**src/rtl/conc_pkg.sv**
```systemverilog
// Shared types and constants for the concolic stimulus sequencer.
// Optional feature macro used by the slice: CONC_SIG_EN (output MISR).
package conc_pkg;

  typedef enum logic [1:0] {
    IDLE,
    RST,
    PLAY,
    DONE
  } conc_seq_state_t;

  // Bit positions inside one stored vector
  localparam int unsigned VEC_START = 0;
  localparam int unsigned VEC_OBS   = 1;

  // MISR feedback taps; the MSB of the register is always the fourth tap
  localparam int unsigned MISR_TAP_A = 5;
  localparam int unsigned MISR_TAP_B = 4;
  localparam int unsigned MISR_TAP_C = 3;

endpackage

```
**src/rtl/conc_misr.sv**
```systemverilog
// Multiple-input signature register compacting the DUT output during replay.
// Only instantiated when CONC_SIG_EN is defined.
module conc_misr
  import conc_pkg::*;
#(
  parameter int W = 8
) (
  input  logic         clock,
  input  logic         reset,
  input  logic         clr,
  input  logic         en,
  input  logic [W-1:0] din,
  output logic [W-1:0] sig
);

  logic fb;

  // Feedback bit from the MSB and the fixed taps
  always_comb begin
    fb = sig[W-1] ^ sig[MISR_TAP_A] ^ sig[MISR_TAP_B] ^ sig[MISR_TAP_C];
  end

  // Clear has priority over compaction; otherwise hold
  always_ff @(posedge clock or negedge reset) begin
    if (!reset) begin
      sig <= '0;
    end else if (clr) begin
      sig <= '0;
    end else if (en) begin
      sig <= {sig[W-2:0], fb} ^ din;
    end
  end

endmodule

```
**src/rtl/conc_stim_sequencer.sv**
```systemverilog
// Stimulus sequencer: programmable vector memory replayed onto the DUT's
// start/__obs inputs after a DUT reset pulse, with run/abort/done control.
// Define CONC_SIG_EN to add the output MISR and the signature port.
module conc_stim_sequencer
  import conc_pkg::*;
#(
  parameter  int DEPTH   = 10,
  parameter  int RST_CYC = 1,
  parameter  int OUT_W   = 8,
  localparam int AW      = $clog2(DEPTH)
) (
  input  logic             clock,
  input  logic             reset,
  input  logic             cfg_we,
  input  logic [AW-1:0]    cfg_addr,
  input  logic [1:0]       cfg_wdata,
  input  logic [AW:0]      cfg_len,
  input  logic             run,
  input  logic             abort,
  output logic             busy,
  output logic             done,
  output logic [AW:0]      pc,
  output logic             dut_reset,
  output logic             dut_start,
  output logic             dut_obs,
  input  logic [OUT_W-1:0] dut_out
`ifdef CONC_SIG_EN
  ,
  output logic [OUT_W-1:0] signature
`endif
);

  localparam int RW = (RST_CYC > 1) ? $clog2(RST_CYC) : 1;

  conc_seq_state_t state, state_nx;
  logic [1:0]      mem [DEPTH];
  logic [AW:0]     len;
  logic [RW-1:0]   rst_cnt;
  logic [1:0]      vec;
  logic            accept, last_rst, last_vec;

  assign accept   = (state == IDLE) && run && !abort;
  assign last_rst = (rst_cnt == RW'(RST_CYC - 1));
  assign last_vec = (pc == len - (AW+1)'(1));

  // State register
  always_ff @(posedge clock or negedge reset) begin
    if (!reset) state <= IDLE;
    else        state <= state_nx;
  end

  // Next-state: abort wins everywhere, run only counts in IDLE
  always_comb begin
    state_nx = state;
    case (state)
      IDLE: if (accept) state_nx = RST;
      RST: begin
        if (abort)         state_nx = IDLE;
        else if (last_rst) state_nx = (len != '0) ? PLAY : DONE;
      end
      PLAY: begin
        if (abort)         state_nx = IDLE;
        else if (last_vec) state_nx = DONE;
      end
      DONE:    state_nx = IDLE;
      default: state_nx = IDLE;
    endcase
  end

  // Run bookkeeping: clamp length and clear counters on acceptance;
  // pc stops on the last vector and holds through abort, DONE and IDLE
  always_ff @(posedge clock or negedge reset) begin
    if (!reset) begin
      pc      <= '0;
      len     <= '0;
      rst_cnt <= '0;
    end else if (accept) begin
      pc      <= '0;
      rst_cnt <= '0;
      len     <= (cfg_len > (AW+1)'(DEPTH)) ? (AW+1)'(DEPTH) : cfg_len;
    end else if (!abort) begin
      if (state == RST && !last_rst)  rst_cnt <= rst_cnt + RW'(1);
      if (state == PLAY && !last_vec) pc      <= pc + (AW+1)'(1);
    end
  end

  // Vector memory: no reset, writes only in IDLE and only to real slots
  always_ff @(posedge clock) begin
    if (cfg_we && state == IDLE && {1'b0, cfg_addr} < (AW+1)'(DEPTH))
      mem[cfg_addr] <= cfg_wdata;
  end

  // Outputs decode registered state and pc only, so no input reaches them
  always_comb begin
    busy      = (state == RST) || (state == PLAY);
    done      = (state == DONE);
    dut_reset = (state == RST);
    dut_start = 1'b0;
    dut_obs   = 1'b0;
    vec       = mem[pc[AW-1:0]];
    if (state == PLAY) begin
      dut_start = vec[VEC_START];
      dut_obs   = vec[VEC_OBS];
    end
  end

`ifdef CONC_SIG_EN
  conc_misr #(.W(OUT_W)) u_misr (
    .clock (clock),
    .reset (reset),
    .clr   (accept),
    .en    ((state == PLAY) && !abort),
    .din   (dut_out),
    .sig   (signature)
  );
`else
  logic unused_dut_out;
  assign unused_dut_out = ^dut_out;
`endif

endmodule

```
**config.mk**
```make
export PLATFORM = sky130hd
export DESIGN_NAME = conc_stim_sequencer
export DESIGN_NICKNAME = d
export VERILOG_FILES = /design/src/rtl/conc_pkg.sv /design/src/rtl/conc_misr.sv /design/src/rtl/conc_stim_sequencer.sv
export SDC_FILE = /design/constraint.sdc
export NUM_CORES = 1
export LEC_CHECK = 0
export BUFFER_PORTS_ARGS = -buffer_cell sky130_fd_sc_hd__buf_2
export CELL_PAD_IN_SITES_DETAIL_PLACEMENT = 1
export CELL_PAD_IN_SITES_GLOBAL_PLACEMENT = 1
export CORE_ASPECT_RATIO = 0.7
export CORE_MARGIN = 3
export CORE_UTILIZATION = 48
export CTS_BUF_LIST = sky130_fd_sc_hd__clkbuf_8
export DETAILED_ROUTE_END_ITERATION = 16
export PLACE_DENSITY_LB_ADDON = 0.1
export SLEW_MARGIN = 10
export SYNTH_ARGS = -nofsm -noshare
export SYNTH_HDL_FRONTEND = slang
export SYNTH_SLANG_ARGS = --single-unit
```
**constraint.sdc**
```tcl
create_clock -name clock -period 5.4 [get_ports clock]
set_input_delay 1.08 -clock clock [delete_from_list [all_inputs] [get_ports clock]]
set_output_delay 1.08 -clock clock [all_outputs]
set_load 0.01 [all_outputs]
```
==> flow_summary.json <==
{
  "power_density_nw_per_um2": 421,
  "grt_pass1_vias": 1293,
  "grt_start_max_net_pins": 21,
  "finalWirelength_um": 4170,
  "r2r_end": "len[1]$_DFFE_PN0P_",
  "die_w_um": 78.2,
  "layout_common_cells": "buf_2 (25), edfxtp_1 (20), nand2_1 (18)",
  "critPathMaxFanout": 12,
  "syn-cell-area_um2": 1750,
  "fmax_mhz": 303,
  "r2r-start": "state[0]$_DFFE_PN0P_",
  "dieArea_um2": 4420,
  "synth.distinct_cells": 42,
  "maxSlewViolCount": 0,
  "root_buffer": "clkbuf_8",
  "synth-seq-cells": 33,
  "regArea_um2": 926,
  "fin_skew_ns": 0.00287,
  "grt_usage_pct": 21.8,
  "worstMarginPinSlew_ns": 0.759,
  "cap_violations": 0,
  "syn-num-nets": 179,
  "place_hpwl_um": 3200,
  "p_leak_nw": 0.834,
  "post-route-util_pct": 59.3,
  "grt_overflow": 0,
  "min_from": "rst_cnt$_DFFE_PN0P_",
  "clk_latency_ns": 0.28,
  "fillCellCount": 381,
  "ios": 34,
  "antenna_cells": 0,
  "final.setup.worst_slack_ns": 2.09,
  "ant_nets": 0,
  "final_layout_size_suffix_gt1_share_pct": 21.3,
  "yosysSeqAreaShare_pct": 52.9,
  "critical_path_class": "reg -> out",
  "mostFrequentLayoutCell": "buf_2",
  "rsz0062_at_grt": "false",
  "via_per_inst": 5.53,
  "min-delay-path-class": "reg -> reg",
  "yosysWarnings": 0,
  "rows": 17,
  "outcome": "complete, no violations",
  "avgSynthCellArea_um2": 11.8,
  "hold_path_end": "rst_cnt$_DFFE_PN0P_",
  "irDropWorstVdd_uv": 247,
  "area_delta_synth_final_pct": 12.5,
  "initial_core_util_pct": 52.7,
  "num-nets-final": 204,
  "antenna_found_initial": 0,
  "grt_pass1_wl_um": 7000,
  "cp-start-kind": "flip-flop",
  "core_um2": 3320,
  "cts_buffers": 5,
  "rrSetupSlack_ns": 3.19,
  "drt_pass1_iterations": 4,
  "place_congestion": 0.766,
  "total_power_mw": 0.829,
  "post_cts_buffers": 0,
  "required_ns": 4.32,
  "dp_slack_ns": 2.41,
  "cts_htree_levels": 2,
  "drt_iter0_drc": 104,
  "setup_viol": 0,
  "cts_tree": "done",
  "portBuffers": 25,
  "min_period_over_period_pct": 61.2,
  "fin_crit_ns": 3.31,
  "hold_depth": 1,
  "cp-end-kind": "output port",
  "drc": 0,
  "multiInputGateArea_um2": 756,
  "fp.dieH_um": 56.5,
  "rr_worst_depth": 5,
  "placed_cell_area_um2": 1890,
  "cts_buffer_depth": 2,
  "tns_ns": 0,
  "clk_pin_slew_ns": 0.06,
  "cp.arrival_ns": 2.23,
  "finalHoldViolCount": 0,
  "cts.sinks": 33,
  "fin_area_um2": 1970,
  "cts.repair.resized": 0,
  "wire_per_inst_um": 18.9,
  "cts_hold_buf": 0,
  "syn_inst": 148,
  "maxSlewHeadroom_pct": 49.3,
  "num_vias": 1223
}
[registers in the layout (all words and copies together), names as in the netlist]
register,count
mem,20
pc,5
rst_cnt,1
len,5
state,2
[worst max-delay path by stage]
stage | start | endpoint | slack [ns] | cells past startpoint
finish | pc[0]$_DFFE_PN0P_ | dut_start | 2.09 | 4
global route | pc[0]$_DFFE_PN0P_ | dut_start | 1.99 | 4
CTS | pc[0]$_DFFE_PN0P_ | dut_obs | 2.07 | 4
detailed placement | pc[0]$_DFFE_PN0P_ | dut_obs | 2.41 | 4
global placement | pc[0]$_DFFE_PN0P_ | dut_start | 2.44 | 4
floorplan | pc[0]$_DFFE_PN0P_ | dut_obs | 2.73 | 4
[per-layer routing]
metal	up-vias	routed length, um	global-route usage (%)
met5	-	0	0
met4	0	48	6.23
met3	6	186	6.73
met2	29	2010	32.6
met1	605	1920	30.7
li1	583	-	-
[critical path: stages, from the launching register on]
cell     delay, ns
dfrtp_1       0.68
mux4_1        0.64
mux2_2        0.28
o211a_1       0.20
buf_2         0.14
[final cells by class]
class	instances	share of cell area, %
clock buffer	5	3.50
clock inverter	3	0.572
inverter	6	1.14
multi-input combinational	102	38.4
sequential	33	47.0
tap	47	2.99
timing repair buffer	25	6.36
[power breakdown]
part	internal (mW)	switching [mW]
combinational	0.135	0.174
sequential	0.298	0.0509
clock	0.0858	0.0859
[per-stage QoR]
stage               hold WS (ns)  cells
floorplan                  0.478    148
global placement           0.497    213
detailed placement         0.516    213
CTS                        0.535    221
global route               0.563    221
finish                     0.534    221
[logic make-up after synthesis]
family / after synthesis / synth area share (%)
flip-flops: 33 / 52.9
XOR/XNOR: 4 / 2.43
AO/OA/AOI/OAI: 24 / 9.44
adder cells (fa/ha/maj): 7 / 5.01
buffers and inverters: 13 / 3.86
AND/OR/NAND/NOR: 54 / 15.2
multiplexers: 13 / 11.1
[cell usage after synthesis, drive strengths merged]
cell type / instances / area, um^2
buf: 4 / 33.8
inv: 6 / 22.5
clkbuf: 3 / 11.3
nand2: 18 / 67.6
nand4: 2 / 12.5
mux2i: 7 / 70.1
xor2: 2 / 17.5
o211ai: 1 / 7.51
mux4: 4 / 101
and3b: 1 / 8.76
nand3b: 1 / 7.51
nor2: 11 / 41.3
nor3: 4 / 20.0
o31a: 1 / 8.76
nor2b: 3 / 18.8
xnor2: 2 / 25.0
a31oi: 2 / 12.5
edfxtp: 20 / 601
nand2b: 7 / 43.8
nor3b: 1 / 7.51
o21ai: 6 / 30.0
mux2: 2 / 22.5
a32o: 1 / 10.0
o211a: 2 / 20.0
a2111oi: 1 / 8.76
and3: 1 / 6.26
nand4b: 1 / 8.76
nand3: 1 / 5.00
and2: 1 / 6.26
dfrtp: 13 / 325
a21oi: 7 / 38.8
o2bb2ai: 1 / 8.76
or3: 1 / 6.26
ha: 7 / 87.6
or2: 1 / 6.26
a211oi: 2 / 20.0
No activity file was read; power rests on OpenSTA's default activity.
